File: src/rtl/uart_rx_oversampled.sv
// Oversampling UART receiver: 2-flop synchronizer, mid-bit 2-of-3 majority voting,
// LSB-first framing with one start and one stop bit, registered valid / frame-error pulses.
module uart_rx_oversampled #(
    parameter int OVERSAMPLE = 6,
    parameter int DATA_BITS  = 8
) (
    input  logic                 clk_i,
    input  logic                 rst_i,
    input  logic                 tick_i,
    input  logic                 rx_i,
    output logic [DATA_BITS-1:0] data_o,
    output logic                 valid_o,
    output logic                 frame_err_o,
    output logic                 busy_o
);

    localparam int TW = (OVERSAMPLE > 1) ? $clog2(OVERSAMPLE) : 1;
    localparam int BW = (DATA_BITS > 1) ? $clog2(DATA_BITS) : 1;

    localparam logic [TW-1:0] TICK_LAST = TW'(OVERSAMPLE - 1);
    localparam logic [TW-1:0] SAMPLE_0  = TW'(2);
    localparam logic [TW-1:0] SAMPLE_1  = TW'(3);
    localparam logic [TW-1:0] SAMPLE_2  = TW'(4);
    localparam logic [BW-1:0] BIT_LAST  = BW'(DATA_BITS - 1);

    typedef enum logic [1:0] {
        IDLE,
        START,
        DATA,
        STOP
    } state_t;

    logic                 rx_meta_q;
    logic                 rxs_q;
    state_t               state_q,     state_d;
    logic [TW-1:0]        tick_cnt_q,  tick_cnt_d;
    logic [BW-1:0]        bit_cnt_q,   bit_cnt_d;
    logic [2:0]           samples_q,   samples_d;
    logic [DATA_BITS-1:0] shift_q,     shift_d;
    logic [DATA_BITS-1:0] data_q,      data_d;
    logic                 valid_q,     valid_d;
    logic                 frame_err_q, frame_err_d;
    logic                 majority;

    assign majority = (samples_q[0] & samples_q[1]) |
                      (samples_q[0] & samples_q[2]) |
                      (samples_q[1] & samples_q[2]);

    always_comb begin
        // NOTE: every _d gets a default first so no path through this block infers a latch.
        state_d     = state_q;
        tick_cnt_d  = tick_cnt_q;
        bit_cnt_d   = bit_cnt_q;
        samples_d   = samples_q;
        shift_d     = shift_q;
        data_d      = data_q;
        valid_d     = 1'b0;
        frame_err_d = 1'b0;

        if (tick_i) begin
            if (state_q == IDLE) begin
                // The tick that first sees the line low is tick 0 of the start bit.
                if (!rxs_q) begin
                    state_d    = START;
                    tick_cnt_d = TW'(1);
                end
            end else begin
                tick_cnt_d = tick_cnt_q + 1'b1;
                if (tick_cnt_q == SAMPLE_0) samples_d[0] = rxs_q;
                if (tick_cnt_q == SAMPLE_1) samples_d[1] = rxs_q;
                if (tick_cnt_q == SAMPLE_2) samples_d[2] = rxs_q;

                if (tick_cnt_q == TICK_LAST) begin
                    tick_cnt_d = '0;
                    unique case (state_q)
                        START: begin
                            if (!majority) begin
                                state_d   = DATA;
                                bit_cnt_d = '0;
                            end else begin
                                state_d = IDLE;
                            end
                        end
                        DATA: begin
                            shift_d = {majority, shift_q[DATA_BITS-1:1]};
                            if (bit_cnt_q == BIT_LAST) begin
                                state_d = STOP;
                            end else begin
                                bit_cnt_d = bit_cnt_q + 1'b1;
                            end
                        end
                        STOP: begin
                            if (majority) begin
                                data_d  = shift_q;
                                valid_d = 1'b1;
                            end else begin
                                frame_err_d = 1'b1;
                            end
                            state_d = IDLE;
                        end
                        default: state_d = IDLE;
                    endcase
                end
            end
        end
    end

    // The data and shift registers are plain flops, so they take a reset value like everything else.
    always_ff @(posedge clk_i or posedge rst_i) begin
        if (rst_i) begin
            rx_meta_q   <= 1'b1;
            rxs_q       <= 1'b1;
            state_q     <= IDLE;
            tick_cnt_q  <= '0;
            bit_cnt_q   <= '0;
            samples_q   <= '0;
            shift_q     <= '0;
            data_q      <= '0;
            valid_q     <= 1'b0;
            frame_err_q <= 1'b0;
        end else begin
            // NOTE: non-blocking assignments make every flop see pre-edge values of the others.
            rx_meta_q   <= rx_i;
            rxs_q       <= rx_meta_q;
            state_q     <= state_d;
            tick_cnt_q  <= tick_cnt_d;
            bit_cnt_q   <= bit_cnt_d;
            samples_q   <= samples_d;
            shift_q     <= shift_d;
            data_q      <= data_d;
            valid_q     <= valid_d;
            frame_err_q <= frame_err_d;
        end
    end

    assign data_o      = data_q;
    assign valid_o     = valid_q;
    assign frame_err_o = frame_err_q;
    assign busy_o      = (state_q != IDLE);

endmodule

File: config.mk
export PLATFORM = sky130hd
export DESIGN_NAME = uart_rx_oversampled
export DESIGN_NICKNAME = d
export VERILOG_FILES = /design/src/rtl/uart_rx_oversampled.sv
export SDC_FILE = /design/constraint.sdc
export NUM_CORES = 1
export LEC_CHECK = 0
export ABC_CLOCK_PERIOD_IN_PS = 2000
export CAP_MARGIN = 25
export CORE_ASPECT_RATIO = 0.9
export CORE_MARGIN = 8
export CORE_UTILIZATION = 42
export DETAILED_ROUTE_END_ITERATION = 16
export PLACE_DENSITY = 0.68
export SETUP_SLACK_MARGIN = 0.5
export SYNTH_ARGS = -nofsm -noshare
export SYNTH_HDL_FRONTEND = slang
export SYNTH_SLANG_ARGS = --single-unit
export TNS_END_PERCENT = 10
File: constraint.sdc
create_clock -name clk_i -period 2 [get_ports clk_i]
set_input_delay 0.4 -clock clk_i [delete_from_list [all_inputs] [get_ports clk_i]]
set_output_delay 0.4 -clock clk_i [all_outputs]
set_load 0.02 [all_outputs]
# ---- Word-level counts from Yosys, hierarchy flattened
# Cells that the tools add are included.
dict set report op_classes {
  add_sub_neg 2
  n_eq_ne 12
  n_mux 22
  n_bitwise 6
  n_reduce_logical 12
}
# operator count
set ops {}
lappend ops {{$mux W3} 5}
lappend ops {{$mux W1} 10}
lappend ops {{$mux W2} 5}
lappend ops {{$eq A3 B3 Y1 const B} 3}
lappend ops {{$reduce_and A3 Y1} 3}
lappend ops {{$reduce_and A4 Y1} 2}
lappend ops {{$add A3 B1 Y3 const B} 2}
lappend ops {{$eq A3 B2 Y1 const B} 2}
lappend ops {{$ne A2 B2 Y1 const B} 3}
lappend ops {{$pmux W3 S2} 1}
lappend ops {{$reduce_and A6 Y1} 1}
lappend ops {{$reduce_bool A2 Y1} 3}
lappend ops {{$reduce_and A5 Y1} 1}
lappend ops {{$eq A2 B2 Y1 const B} 2}
lappend ops {{$pmux W2 S2} 1}
lappend ops {{$and A1 B1 Y1} 3}
lappend ops {{$ne A3 B3 Y1 const B} 1}
lappend ops {{$eq A2 B1 Y1 const B} 1}
lappend ops {{$logic_not A2 Y1} 1}
lappend ops {{$or A1 B1 Y1} 2}
lappend ops {{$reduce_and A2 Y1} 1}
lappend ops {{$not A1 Y1} 1}
dict set report totals {
  register_bits 31
  in_bits 4
  out_inout_bits 11
  wordCells 66
}

# ---- Logic depth before layout (Yosys ltp)
# Gate-level depths: netlist (run 1).
dict set report logic_depth {
  ltp_word 8
  mapped_depth 7
  depth_no_buf 6
}

# ---- Worst setup path before layout (run 1)
# OpenSTA, ideal clock, no wires.
dict set report synth_path {
  path_type {register to register}
  startpoint {register state_q[0]}
  endpoint {register samples_q[0]}
  setup_time_ns 0.128
  t_arrival_ns 1.602
  required_time_ns 1.872
  slack_ns 0.271
  path_stages_with_launch 8
  path_buffers 1
  synth_period_minus_slack_ns 1.729
  path_cell_list {dfrtp_1 > inv_1 > ha_1 > buf_2 > inv_2 > nand2_2 > nor4b_1 > mux2_1}
}
dict set report synth_between {
  elab_chain_len 3
}
# item line
set synth_lines {}
lappend synth_lines {{start: declaration} 35} ;# state_t state_q, state_d;
lappend synth_lines {{start signal: assignment} 125} ;# state_q <= state_d;
lappend synth_lines {{$logic_not A2 Y1} 61} ;# if (state_q == IDLE) begin
lappend synth_lines {{$not A1 Y1 (no line)} -}
lappend synth_lines {{$reduce_and A3 Y1 (no line)} -}
lappend synth_lines {{end signal: assignment} 128} ;# samples_q <= samples_d;
lappend synth_lines {{end: declaration} 38} ;# logic [2:0] samples_q, samples_d;
# No other way between the ends.
# A chain may end at the register's enable or synchronous reset.

# ---- Worst setup path in the final report (run 1)
dict set report layout_path {
  startpoint {register state_q[1]}
  endpoint {register shift_q[0]}
}
dict set report layout_between {
  elab_chain_len 3
  elab_cells_between_ends 4
  cone_classes {eq/ne (1); bitwise (1); reduce/logical (2)}
}
# item line
set layout_lines {}
lappend layout_lines {{$logic_not A2 Y1} 61}
lappend layout_lines {{$not A1 Y1 (no line)} -}
lappend layout_lines {{$reduce_and A4 Y1 (no line) (*)} -}
lappend layout_lines {{end signal: assignment} 129} ;# shift_q <= shift_d;
lappend layout_lines {{end: declaration} 39} ;# logic [DATA_BITS-1:0] shift_q, shift_d;
# Every way passes the cells marked *; elsewhere a longest branch is shown, timed or not.

==> results_dict.tcl, run 1 <==
set metrics [dict create \
    fin_nets 152 \
    ios 15 \
    dp.cells 168 \
    arrival_ps 1830 \
    switchingPower_mw 0.6551 \
    maxSlewHeadroom_pct 74.45 \
    wirelength_um 2882 \
    fillers 265 \
    yosys.cell_count.top_type "dfrtp_1" \
    portBuffers 14 \
    stdcell_count 186 \
    synth_cells 112 \
    p_clk_share_pct 30.6 \
    tightest_slew_ps 379.8 \
    whs_ps 354.7 \
    clockRootBuffer "clkbuf_8" \
    vias 963 \
    ys_ff_latch 31 \
    skew_ps 6.684 \
    start_util_pct 44.31 \
    synth.largest_area_cell "dfrtp_1" \
    ys_top_cells_by_area "dfrtp_1 48%, mux2_4 16%, ha_1 5.8%, dfstp_2 3.5%, o21ai_0 2.0%" \
    ir_worst_vdd_v 0.0005866 \
    rsz0062_at_grt "yes" \
    regArea_sq_um 778.2 \
    post-route-drc-count 0 \
    pwr-share-seq_pct 37.4 \
    grt_max_degree 32 \
    dp_slack_ps 109.2 \
    fmax_mhz 599.4 \
    die_w_um 79.39 \
    cts_max_level 2 \
    layout-drive-gt1-share_pct 45.07 \
    min_period_over_period_pct 83.41 \
    intPower_mw 1.417 \
    clock-sinks 31 \
    cts_tree "built" \
    swShare_pct 31.62 \
    hold_buffers 0 \
    dr.pass1.iters 4 \
    finalHoldViolations 0 \
    coreArea_sq_um 3428 \
    timing.final.max_slew_violations 0 \
    grt_first_pass_wirelength_um 4747 \
    power_frac_comb_pct 32.0 \
    async_flop_share_pct 100.0 \
    clockBufferDepth 2 \
    area.growth.synth_to_final_pct 29.82 \
    place_area_sq_um 1710 \
    clkTransAtPathRegs_ps 70 \
    synth_top_cell_area_share_pct 47.78 \
    end_kind "flop" \
    placementRows 20 \
    crit_path_start_kind "flop" \
    cp.required_ps 2160 \
    multi_input_area_sq_um 762.0 \
    grt_pass1_vias 992 \
    fin_area_sq_um 1972 \
    status "completed" \
    syn_nets 123 \
    avgSynthCellArea_sq_um 13.56 \
    synth_edf_count 0 \
    dieArea_sq_um 5799 \
    ys_seq_area_share_pct 51.24 \
    clock_latency_ps 280 \
    synth_ff_type "dfrtp_1" \
    setup_viol 0 \
    grt_use_total_pct 10.56 \
    syn-cell-area_sq_um 1519 \
    final.min_clock_period_ps 1668 \
    gp_congestion 0.7588 \
    setup_tns_ps 0 \
    die_h_um 73.05 \
    grt_overflow 0 \
    antenna_found_initial 0 \
    antenna_cells 0 \
    post_drt_wl_per_cell_um 15.49 \
    ant_nets 0 \
    synth_cell_types 38 \
    cp_max_fo 8 \
    postLayoutSetupSlackWorst_ps 331.7 \
    vias_per_cell 5.177 \
    dp_hpwl_um 1869 \
    min_path_type "reg2reg" \
    ys_warn_count 0 \
    yosys-top-cells-count "29 x dfrtp_1, 16 x mux2_4, 7 x ha_1, 6 x nand2_1, 6 x o21ai_0" \
    drt_iter0_drc 36 \
    powerDensity_nw_per_um2 1051 \
    maxCapViolations 0 \
    leakagePower_nw 0.9085 \
    worstSetupPathType "reg2reg" \
    cts_made_buffers 5 \
]
## cell families after synthesis
family	Yosys count	share of synthesized area (%)
compound gates	16	7.826
fa+ha+maj	8	6.507
buf+inv	9	3.624
flops	31	51.24
mux	20	18.70
simple gates	28	12.11
## final timing paths
path | to | start | slack, ps | cells after the start
min reg2reg | rxs_q | rx_meta_q | 350 | 0
max reg2reg | shift_q[0] | state_q[1] | 330 | 6
min | rxs_q | rx_meta_q | 350 | 0
max in group asynchronous | rx_meta_q | rst_i | 1180 | 3
min in group asynchronous | valid_o | rst_i | 490 | 3
max | shift_q[0] | state_q[1] | 330 | 6
## layer usage
metal  GRT usage [%]  vias up  wire length, um
met2           17.23       24             1336
li1                -      458                -
met5               0        -                0
met3           3.448        7              147
met1           12.16      474             1339
met4           5.133        0               59
## through the flow
step           power (mW)  utilization [%]
6_report            2.072            57.52
5_1_grt             2.185            57.52
4_1_cts             2.020            55.26
3_5_place_dp        1.279            49.89
3_3_place_gp        1.260            49.89
2_1_floorplan       1.167                -
## placed cells by master, fill, tap and decap left out, drive strengths merged, types with 2 or more instances in the layout
cell           count
buf               11
clkbuf             6
clkdlybuf4s50     12
dfrtp             29
dfstp              2
ha                 7
inv                6
mux2              19
nand2              8
nand2b             2
nand3              2
nor2               5
nor2b              2
nor4               2
nor4b              2
o21ai              6
o31ai              3
o41ai              2
## worst max-delay path, cell delays in order (launching register included)
cell     delay [ps]
dfrtp_1         410
inv_2            80
ha_4            180
buf_6           130
nor2b_4         150
and3_4          300
mux2_4          310
## flip-flops by register name, indices dropped and copies added (netlist names)
name,cells
valid_o,1
data_o,8
state_q,2
rxs_q,1
bit_cnt_q,3
shift_q,8
frame_err_o,1
rx_meta_q,1
tick_cnt_q,3
samples_q,3
## power by group through the flow
| stage | sequential, mW | clock (mW) | combinational, mW |
|---|---|---|---|
| after global routing | 0.783 | 0.679 | 0.723 |
| after floorplan | 0.772 | 0 | 0.395 |
| after CTS | 0.773 | 0.647 | 0.600 |
| final | 0.774 | 0.635 | 0.663 |
| after detailed placement | 0.792 | 0 | 0.487 |
| after global placement | 0.787 | 0 | 0.473 |
## cell type report
cell class	instances	area share (%)
inverters	6	1.269
flip-flops and latches	31	39.47
repair buffers	25	11.87
clock inverters	2	1.777
multi-input cells	72	38.64
well taps	44	2.792
clock buffers	6	4.188
## what timing repair did
action	in CTS	in global routing
endpoints found under the setup margin	34	35
buffers inserted	8	2
pin swaps	2	4
gates resized for setup	6	16
(Power assumes the default switching activity.)
==> run 2: changes to the inputs <==
--- a/config.mk
+++ b/config.mk
@@ -5,13 +5,13 @@
 export SDC_FILE = /design/constraint.sdc
 export NUM_CORES = 1
 export LEC_CHECK = 0
-export ABC_CLOCK_PERIOD_IN_PS = 2000
+export ABC_CLOCK_PERIOD_IN_PS = 1400
 export CAP_MARGIN = 25
 export CORE_ASPECT_RATIO = 0.9
 export CORE_MARGIN = 8
 export CORE_UTILIZATION = 42
 export DETAILED_ROUTE_END_ITERATION = 16
-export PLACE_DENSITY = 0.68
+export PLACE_DENSITY = 0.7
 export SETUP_SLACK_MARGIN = 0.5
 export SYNTH_ARGS = -nofsm -noshare
 export SYNTH_HDL_FRONTEND = slang
==> constraint.sdc (replaced) <==
create_clock -name clk_i -period 1.4 [get_ports clk_i]
set_input_delay 0.28 -clock clk_i [delete_from_list [all_inputs] [get_ports clk_i]]
set_output_delay 0.28 -clock clk_i [all_outputs]
set_load 0.02 [all_outputs]
==> run 2 against run 1 <==
Against the previous run:
- the flow now finishes with violations (negative setup slack)
- highest routed layer unchanged
- flip-flop and latch count is the same
- critical path depth is the same
- register-to-register slack lost 480 ps
- sequential share of layout area shrank 2.5 points
- sequential power grew 42%
- global-route usage grew 1.7 points
- clock power grew 12%
- non-clock buffer count grew 12
- via count grew 6.7%
- cell count grew 7.0%
- critical path type unchanged
- count of clock-buffer cells in the layout grew 1
- hold slack lost 18 ps
==> results_dict.tcl, run 2 (synthesis results as in run 1) <==
set metrics [dict create \
    cp_max_fo 4 \
    ant_nets 0 \
    reg2reg_depth 6 \
    worstSetupPathType "reg2reg" \
    r2r_start "state_q[1]" \
    slowest_delay_ps 400 \
    maxCapViolations 0 \
    postLayoutSetupSlackWorst_ps -147.3 \
    drt_iter0_drc 86 \
    grt_use_total_pct 12.31 \
    grt_max_degree 32 \
    cp.required_ps 1560 \
    crit_path_start_kind "flop" \
    whs_ps 337.0 \
    vias_per_cell 5.166 \
    timing.final.max_slew_violations 0 \
    critPathTopFamily "flip-flops" \
    grt_first_pass_wirelength_um 5464 \
    wirelength_um 3317 \
    regToRegSetupSlack_ps -150 \
    die_w_um 79.39 \
    skew_ps 7.968 \
    fmax_mhz 646.3 \
    arrival_ps 1710 \
    critical_path_buf_inv_count 2 \
    post_drt_wl_per_cell_um 16.67 \
    clockBufferDepth 2 \
    leakagePower_nw 0.9993 \
    stdcell_count 199 \
    die_h_um 73.05 \
    final_cell_mix "29 x dfrtp_1, 18 x buf_4, 16 x mux2_4" \
    cp.depth 6 \
    grt_pass1_vias 1133 \
    grt_overflow 0 \
    final_common_cell "dfrtp_1" \
    antenna_cells 0 \
    maxSlewHeadroom_pct 82.44 \
    clockRootBuffer "clkbuf_8" \
    dr.pass1.iters 4 \
    dp_hpwl_um 2126 \
    setup_viol 25 \
    hold_buffers 0 \
    clock_latency_ps 280 \
    portBuffers 14 \
    fin_util_pct 61.35 \
    min_path_type "in2async" \
    rsz0062_at_grt "yes" \
    powerDensity_nw_per_um2 1439 \
    gp_congestion 0.8042 \
    cts_max_level 2 \
    placementRows 20 \
    tightest_slew_ps 259.7 \
    start_util_pct 44.31 \
    clkTransAtPathRegs_ps 70 \
    final.min_clock_period_ps 1547 \
    end_kind "flop" \
    post-route-drc-count 0 \
    area.growth.synth_to_final_pct 38.47 \
    coreArea_sq_um 3428 \
    dieArea_sq_um 5799 \
    fin_nets 165 \
    layout-drive-gt1-share_pct 58.06 \
    power.total_mw 3.027 \
    r2r-end "samples_q[0]" \
    dp.cells 186 \
    crit_path_cell_trace "inv_2 -> ha_4 -> inv_4 -> nand2_2 -> nor4b_2 -> mux2_1" \
    cts_tree "built" \
    cts_made_buffers 5 \
    critPathSlowestCell "dfrtp_1" \
    clock-sinks 31 \
    status "finished with violations" \
    violations "negative setup slack" \
    finalHoldViolations 0 \
    ios 15 \
    min_period_over_period_pct 110.5 \
    ir_worst_vdd_v 0.0009168 \
    vias 1028 \
    antenna_found_initial 0 \
]
==> run 2: changes by cell type in the layout (fill, tap and decap cells not counted), moves of 2 or more <==
cell | before | now
nand2_1 | 6 | 4
o31ai_1 | 1 | 3
nor4_1 | 2 | 0
buf_6 | 3 | 14
buf_4 | 8 | 18
clkdlybuf4s50_1 | 12 | 3
ha_1 | 3 | 1
==> run 2: cell type report <==
cell class,count,area [sq um]
Clock inverter,1,5.005
Clock buffer,7,86.33
Multi-Input combinational cell,73,805.8
Timing Repair Buffer,37,347.8
Tap cell,44,55.05
Sequential cell,31,778.2
Fill cell,239,1325
Inverter,6,25.02
==> run 2: worst register-to-register path, stage by stage, from the launching register on <==
cell	delay, ps
dfrtp_1	400
inv_2	80
ha_4	190
inv_4	60
nand2_2	80
nor4b_2	280
mux2_1	350
==> run 2: how the worst max path moves through the flow <==
stage / start / end
after floorplan: state_q[0] / shift_q[0]
after global routing: state_q[1] / bit_cnt_q[0]
after CTS: state_q[1] / data_o[1]
after global placement: tick_i / shift_q[6]
after detailed placement: tick_i / shift_q[2]
final: state_q[1] / samples_q[0]
==> run 2: metrics by stage <==
stage	worst slack (ps)	cell area (sq um)	setup TNS [ps]
2_1_floorplan	-191.2	1546	-2461
3_3_place_gp	-342.8	1858	-7003
3_5_place_dp	-375.5	1858	-7775
4_1_cts	-105.0	2079	-1730
5_1_grt	-214.7	2103	-3587
6_report	-147.3	2103	-2477
==> run 2: what timing repair did <==
action                     in CTS  in global routing
pin swaps                      10                  5
cloned                          1                  0
buffers inserted                4                  0
resized for setup              86                  5
setup endpoints to repair      40                 40
==> run 2: layer usage <==
layer / vias to the layer above / global-route usage (%) / routed length [um]
li1: 484 / - / -
met1: 520 / 13.52 / 1450
met2: 16 / 20.51 / 1640
met3: 8 / 3.818 / 157
met4: 0 / 7.187 / 68
met5: - / 0 / 0
==> run 2: where the power goes <==
group	internal (mW)	leakage (nW)	switching, mW
registers	0.996	0.416	0.101
clock network	0.396	0.0482	0.314
logic	0.587	0.535	0.632
total	1.98	0.999	1.05
==> run 3: changes to the inputs <==
--- a/config.mk
+++ b/config.mk
@@ -5,13 +5,13 @@
 export SDC_FILE = /design/constraint.sdc
 export NUM_CORES = 1
 export LEC_CHECK = 0
-export ABC_CLOCK_PERIOD_IN_PS = 1400
+export ABC_CLOCK_PERIOD_IN_PS = 1900
 export CAP_MARGIN = 25
 export CORE_ASPECT_RATIO = 0.9
 export CORE_MARGIN = 8
 export CORE_UTILIZATION = 42
 export DETAILED_ROUTE_END_ITERATION = 16
-export PLACE_DENSITY = 0.7
+export PLACE_DENSITY = 0.68
 export SETUP_SLACK_MARGIN = 0.5
 export SYNTH_ARGS = -nofsm -noshare
 export SYNTH_HDL_FRONTEND = slang
==> constraint.sdc (replaced) <==
create_clock -name clk_i -period 1.9 [get_ports clk_i]
set_input_delay 0.38 -clock clk_i [delete_from_list [all_inputs] [get_ports clk_i]]
set_output_delay 0.38 -clock clk_i [all_outputs]
set_load 0.02 [all_outputs]
==> run 3 against run 2 <==
Against the previous run:
- the flow now finishes without violations
- sequential power shrank 26%
- combinational power shrank 41%
- fmax is 5.3% lower
- register-to-register slack improved by 410 ps
- clock skew is 3.2 ps lower
- global-route usage decreased by 1.6 points
- power shrank 27%
- cell area is 7.8% lower
- count of clock-buffer cells in the layout down 1
- non-clock buffer count fell by 10
- flip-flop and latch count unchanged
- critical path type unchanged
- critical endpoint is now shift_q[7]
- largest cell class is now registers
==> results_dict.tcl, run 3 (synthesis results as in run 1) <==
set metrics [dict create \
    antenna_found_initial 0 \
    maxSlewHeadroom_pct 73.63 \
    grt_use_total_pct 10.75 \
    clock_latency_ps 280 \
    holdCritStartpoint "rx_meta_q" \
    dp_slack_ps -7.693 \
    min_path_type "reg2reg" \
    fin_nets 154 \
    gp_congestion 0.7840 \
    cts_max_level 2 \
    arrival_ps 1800 \
    r2r_start "state_q[0]" \
    crit_path_start_kind "flop" \
    ant_nets 0 \
    timing.final.max_slew_violations 0 \
    setup_tns_ps 0 \
    setup_viol 0 \
    grt_pass1_vias 958 \
    vias 964 \
    postLayoutSetupSlackWorst_ps 266.0 \
    grt_max_degree 32 \
    post_drt_wl_per_cell_um 15.00 \
    end_kind "flop" \
    area.growth.synth_to_final_pct 27.68 \
    grt_overflow 0 \
    grt_first_pass_wirelength_um 4747 \
    dieArea_sq_um 5799 \
    dp.cells 169 \
    coreArea_sq_um 3428 \
    hold_buffers 0 \
    whs_ps 355.4 \
    post-route-drc-count 0 \
    stdcell_count 188 \
    status "completed" \
    maxCapViolations 0 \
    clockBufferDepth 2 \
    die_w_um 79.39 \
    ios 15 \
    drt_iter0_drc 38 \
    clock-sinks 31 \
    start_util_pct 44.31 \
    final_cell_mix "29 x dfrtp_1, 16 x mux2_4, 12 x buf_4" \
    placementRows 20 \
    final.min_clock_period_ps 1634 \
    vias_per_cell 5.128 \
    dp_hpwl_um 1921 \
    power.total_mw 2.198 \
    final_common_cell "dfrtp_1" \
    startpoint "state_q[0]" \
    layout-drive-gt1-share_pct 41.67 \
    skew_ps 4.724 \
    worstSetupPathType "reg2reg" \
    ir_worst_vdd_v 0.0006559 \
    antenna_cells 0 \
    cp.required_ps 2060 \
    die_h_um 73.05 \
    clkTransAtPathRegs_ps 70 \
    cp_max_fo 8 \
    tightest_slew_ps 395.5 \
    rsz0062_at_grt "yes" \
    powerDensity_nw_per_um2 1134 \
    clockRootBuffer "clkbuf_8" \
    dr.pass1.iters 4 \
    cts_made_buffers 5 \
    min_period_over_period_pct 86.00 \
    cts_tree "built" \
    wirelength_um 2820 \
    finalHoldViolations 0 \
    leakagePower_nw 0.9250 \
    portBuffers 14 \
    fmax_mhz 612.0 \
]
run 3: worst paths after layout:
check / slack [ps] / end / depth (start not counted)
worst max-delay path: 270 / shift_q[7] / 6
worst min-delay path: 360 / rxs_q / 0
worst max register to register: 270 / shift_q[7] / 6
worst min register to register: 360 / rxs_q / 0
max in group asynchronous: 1090 / rx_meta_q / 3
min in group asynchronous: 480 / shift_q[0] / 3
run 3: timing repair:
item / CTS / global route
gates cloned: 0 / 0
pin swaps: 2 / 3
gates resized for setup: 6 / 5
buffers inserted: 3 / 8
setup endpoints to repair: 35 / 37
run 3: power breakdown:
part | switching [mW] | internal [mW] | total, mW
Clock | 0.239 | 0.424 | 0.663
Combinational | 0.351 | 0.367 | 0.718
Sequential | 0.0839 | 0.734 | 0.818
Total | 0.674 | 1.52 | 2.20
run 3: cell type report:
cell class / instances / area [sq um]
multi-input cells: 72 / 714.4
well taps: 44 / 55.05
clock buffers: 6 / 82.58
inverters: 6 / 25.02
flip-flops and latches: 31 / 778.2
fillers: 281 / 1489
clock inverters: 2 / 35.03
repair buffers: 27 / 249.0
run 3: routing by layer:
layer	GRT usage [%]	part of all wire (%)	up-vias
met5	0	0	-
met2	16.59	47	19
met4	4.928	1.9	0
li1	-	-	465
met1	12.67	45	473
met3	4.433	6.2	7
run 3: worst max-delay path: stages (launching register included):
cell,delay [ps]
dfrtp_1,370
inv_2,70
ha_4,180
buf_12,130
nor2b_4,150
and3_4,300
mux2_4,310
run 3: through the flow:
stage	cell area, sq um	utilization (%)
after floorplan	1546	-
after global placement	1718	50.11
after detailed placement	1718	50.11
after CTS	1869	54.53
after global routing	1939	56.57
final	1939	56.57
==> RTL change (settings of run 1) <==
Re-encode `state_t` (4 states) as one-hot, 4 bits wide.
--- a/src/rtl/uart_rx_oversampled.sv
+++ b/src/rtl/uart_rx_oversampled.sv
@@ -23,11 +23,11 @@
     localparam logic [TW-1:0] SAMPLE_2  = TW'(4);
     localparam logic [BW-1:0] BIT_LAST  = BW'(DATA_BITS - 1);
 
-    typedef enum logic [1:0] {
-        IDLE,
-        START,
-        DATA,
-        STOP
+    typedef enum logic [3:0] {
+        IDLE  = 4'b0001,
+        START = 4'b0010,
+        DATA  = 4'b0100,
+        STOP  = 4'b1000
     } state_t;
 
     logic                 rx_meta_q;
Check against the original RTL: same outputs for any inputs over 10 cycles, from zero or initial values and one cycle with rst_i high; not proved beyond that.
==> RTL change against run 1 <==
Maximum frequency shrank 9.1%; sequential cell count rose by 2; synthesized area down 5.3%; worst setup slack lost 0.17 ns; total power up 1.5%; die area shrank 4.2%; routed wire length decreased by 10%; clock skew shrank 0.0034 ns; design area decreased by 6.2%; via count shrank 2.0%.
==> RTL change: results (changes against run 1) <==
{| class="wikitable"
! Metric !! Value
|-
| Hpwl dp || 1880 um (+0.64%)
|-
| Worst-case clock skew || 0.00331 ns (-0.00337 ns)
|-
| Via count of the first global-routing pass || 934 (-5.8%)
|-
| Worst relative slew slack || 68.7% (-5.8 points)
|-
| Post-CTS setup repair buffer count || 0 (-8)
|-
| Result of the run || finished clean
|-
| Largest stage delay on the critical path || 0.53 ns (+0.12 ns)
|-
| Final nets || 151 (-0.66%)
|-
| Synth Net Count || 124 (+0.81%)
|-
| Fillers || 295 (+11%)
|-
| Multiplexer share of the synthesized area || 15.5% (-3.2 points)
|-
| Seq/Total Area, Yosys || 57.7% (+6.4 points)
|-
| Compound-Gate Fraction of Synth Area || 7.22% (-0.61 points)
|-
| First-pass GRT wire length || 4280 um (-9.9%)
|-
| Largest driver fanout on the critical path || 2 (-6)
|-
| Multi-input logic portion of the cell area || 32.8% (-5.8 points)
|-
| Post-synthesis adder-cell area fraction || 3.30% (-3.2 points)
|-
| Largest net degree at the start of global routing || 34 (+6.3%)
|-
| Top cells by area, synth || sky130_fd_sc_hd__dfrtp_1, sky130_fd_sc_hd__mux2_2, sky130_fd_sc_hd__dfstp_2
|-
| Last weighted congestion value of the routability-driven placer || 0.790 (+4.0%)
|-
| Clock sinks || 33 (+6.5%)
|-
| Drt wl/cell || 13.7 um (-12%)
|-
| Total GRT Usage || 9.91% (-0.65 points)
|-
| Inverters, non-clock || 10 (+4)
|-
| Routed vias || 944 (-2.0%)
|-
| Kind of cell adding the most delay to the critical path || flip-flops
|-
| Crit path arrival time || 1.44 ns (-0.39 ns)
|-
| Maximum ir drop on the vdd rail || 0.730 mV (+24%)
|-
| Signal buf overhead || 11.1% (-0.77 points)
|-
| Number of distinct library cells after synthesis || 33 (-13%)
|-
| Worst slack, placed || 0.0815 ns (-0.0277 ns)
|-
| Leakage power total || 0.875 nW (-3.7%)
|-
| Post-cts sizing count || 7 (+1)
|-
| Number of clock buffers in the layout || 5 (-1)
|-
| Fraction of layout instances using a drive strength above 1 || 34.5% (-11 points)
|-
| Cell with the biggest individual delay on the critical path || sky130_fd_sc_hd__dfstp_2
|-
| Sequential cell area in the final layout || 830 um^2 (+6.6%)
|-
| Clock slew at reported path FFs || 0.07 ns (about the same)
|-
| Number of violations reported at the end of detailed-routing iteration 0 || 35 (-2.8%)
|-
| Clock-cell share of area || 6.22% (+0.26 points)
|-
| CTS H-Tree Depth || 2 (unchanged)
|-
| GR met3 Demand/Resource || 4.88% (+1.4 points)
|-
| Non-clk bufs || 22 (-12%)
|}
RTL change: cell types whose count changed in the layout (fill, tap and decap cells not counted), moves of 2 or more:
cell                      before  now
sky130_fd_sc_hd__ha_2          2    0
sky130_fd_sc_hd__o21ai_0       2    6
sky130_fd_sc_hd__mux2_4       16    0
sky130_fd_sc_hd__ha_4          2    0
sky130_fd_sc_hd__inv_2         2    0
sky130_fd_sc_hd__a21oi_1       0    2
sky130_fd_sc_hd__inv_1         3   10
sky130_fd_sc_hd__mux2_2        2   18
sky130_fd_sc_hd__or4b_4        0    2
sky130_fd_sc_hd__nand2_1       6   11
RTL change: per-layer routing:
metal	vias to the layer above	part of all wire (%)
li1	461	-
met1	459	45
met2	19	49
met3	5	4.6
met4	0	1.6
met5	-	0
RTL change: power breakdown:
| group | leakage, nW | switching (mW) | internal (mW) |
|---|---|---|---|
| logic | 0.398 | 0.292 | 0.301 |
| registers | 0.423 | 0.103 | 0.784 |
| clock network | 0.0543 | 0.251 | 0.372 |
| total | 0.875 | 0.646 | 1.46 |
RTL change: metrics by stage:
step	cells	area, um^2
after global placement	180	1700
after CTS	188	1820
final	189	1850
after floorplan	117	1470
after detailed placement	180	1700
after global routing	189	1850
RTL change: path summary, 6_finish.rpt:
path	startpoint	endpoint	slack, ns	cells past startpoint
setup / recovery	state_q[0]	busy_o	0.16	2
hold / removal	rx_meta_q	rxs_q	0.36	0
setup reg to reg	state_q[0]	samples_q[0]	0.19	5
hold reg to reg	rx_meta_q	rxs_q	0.36	0
max in group asynchronous	rst_i	rxs_q	1.18	3
min in group asynchronous	rst_i	tick_cnt_q[2]	0.50	3
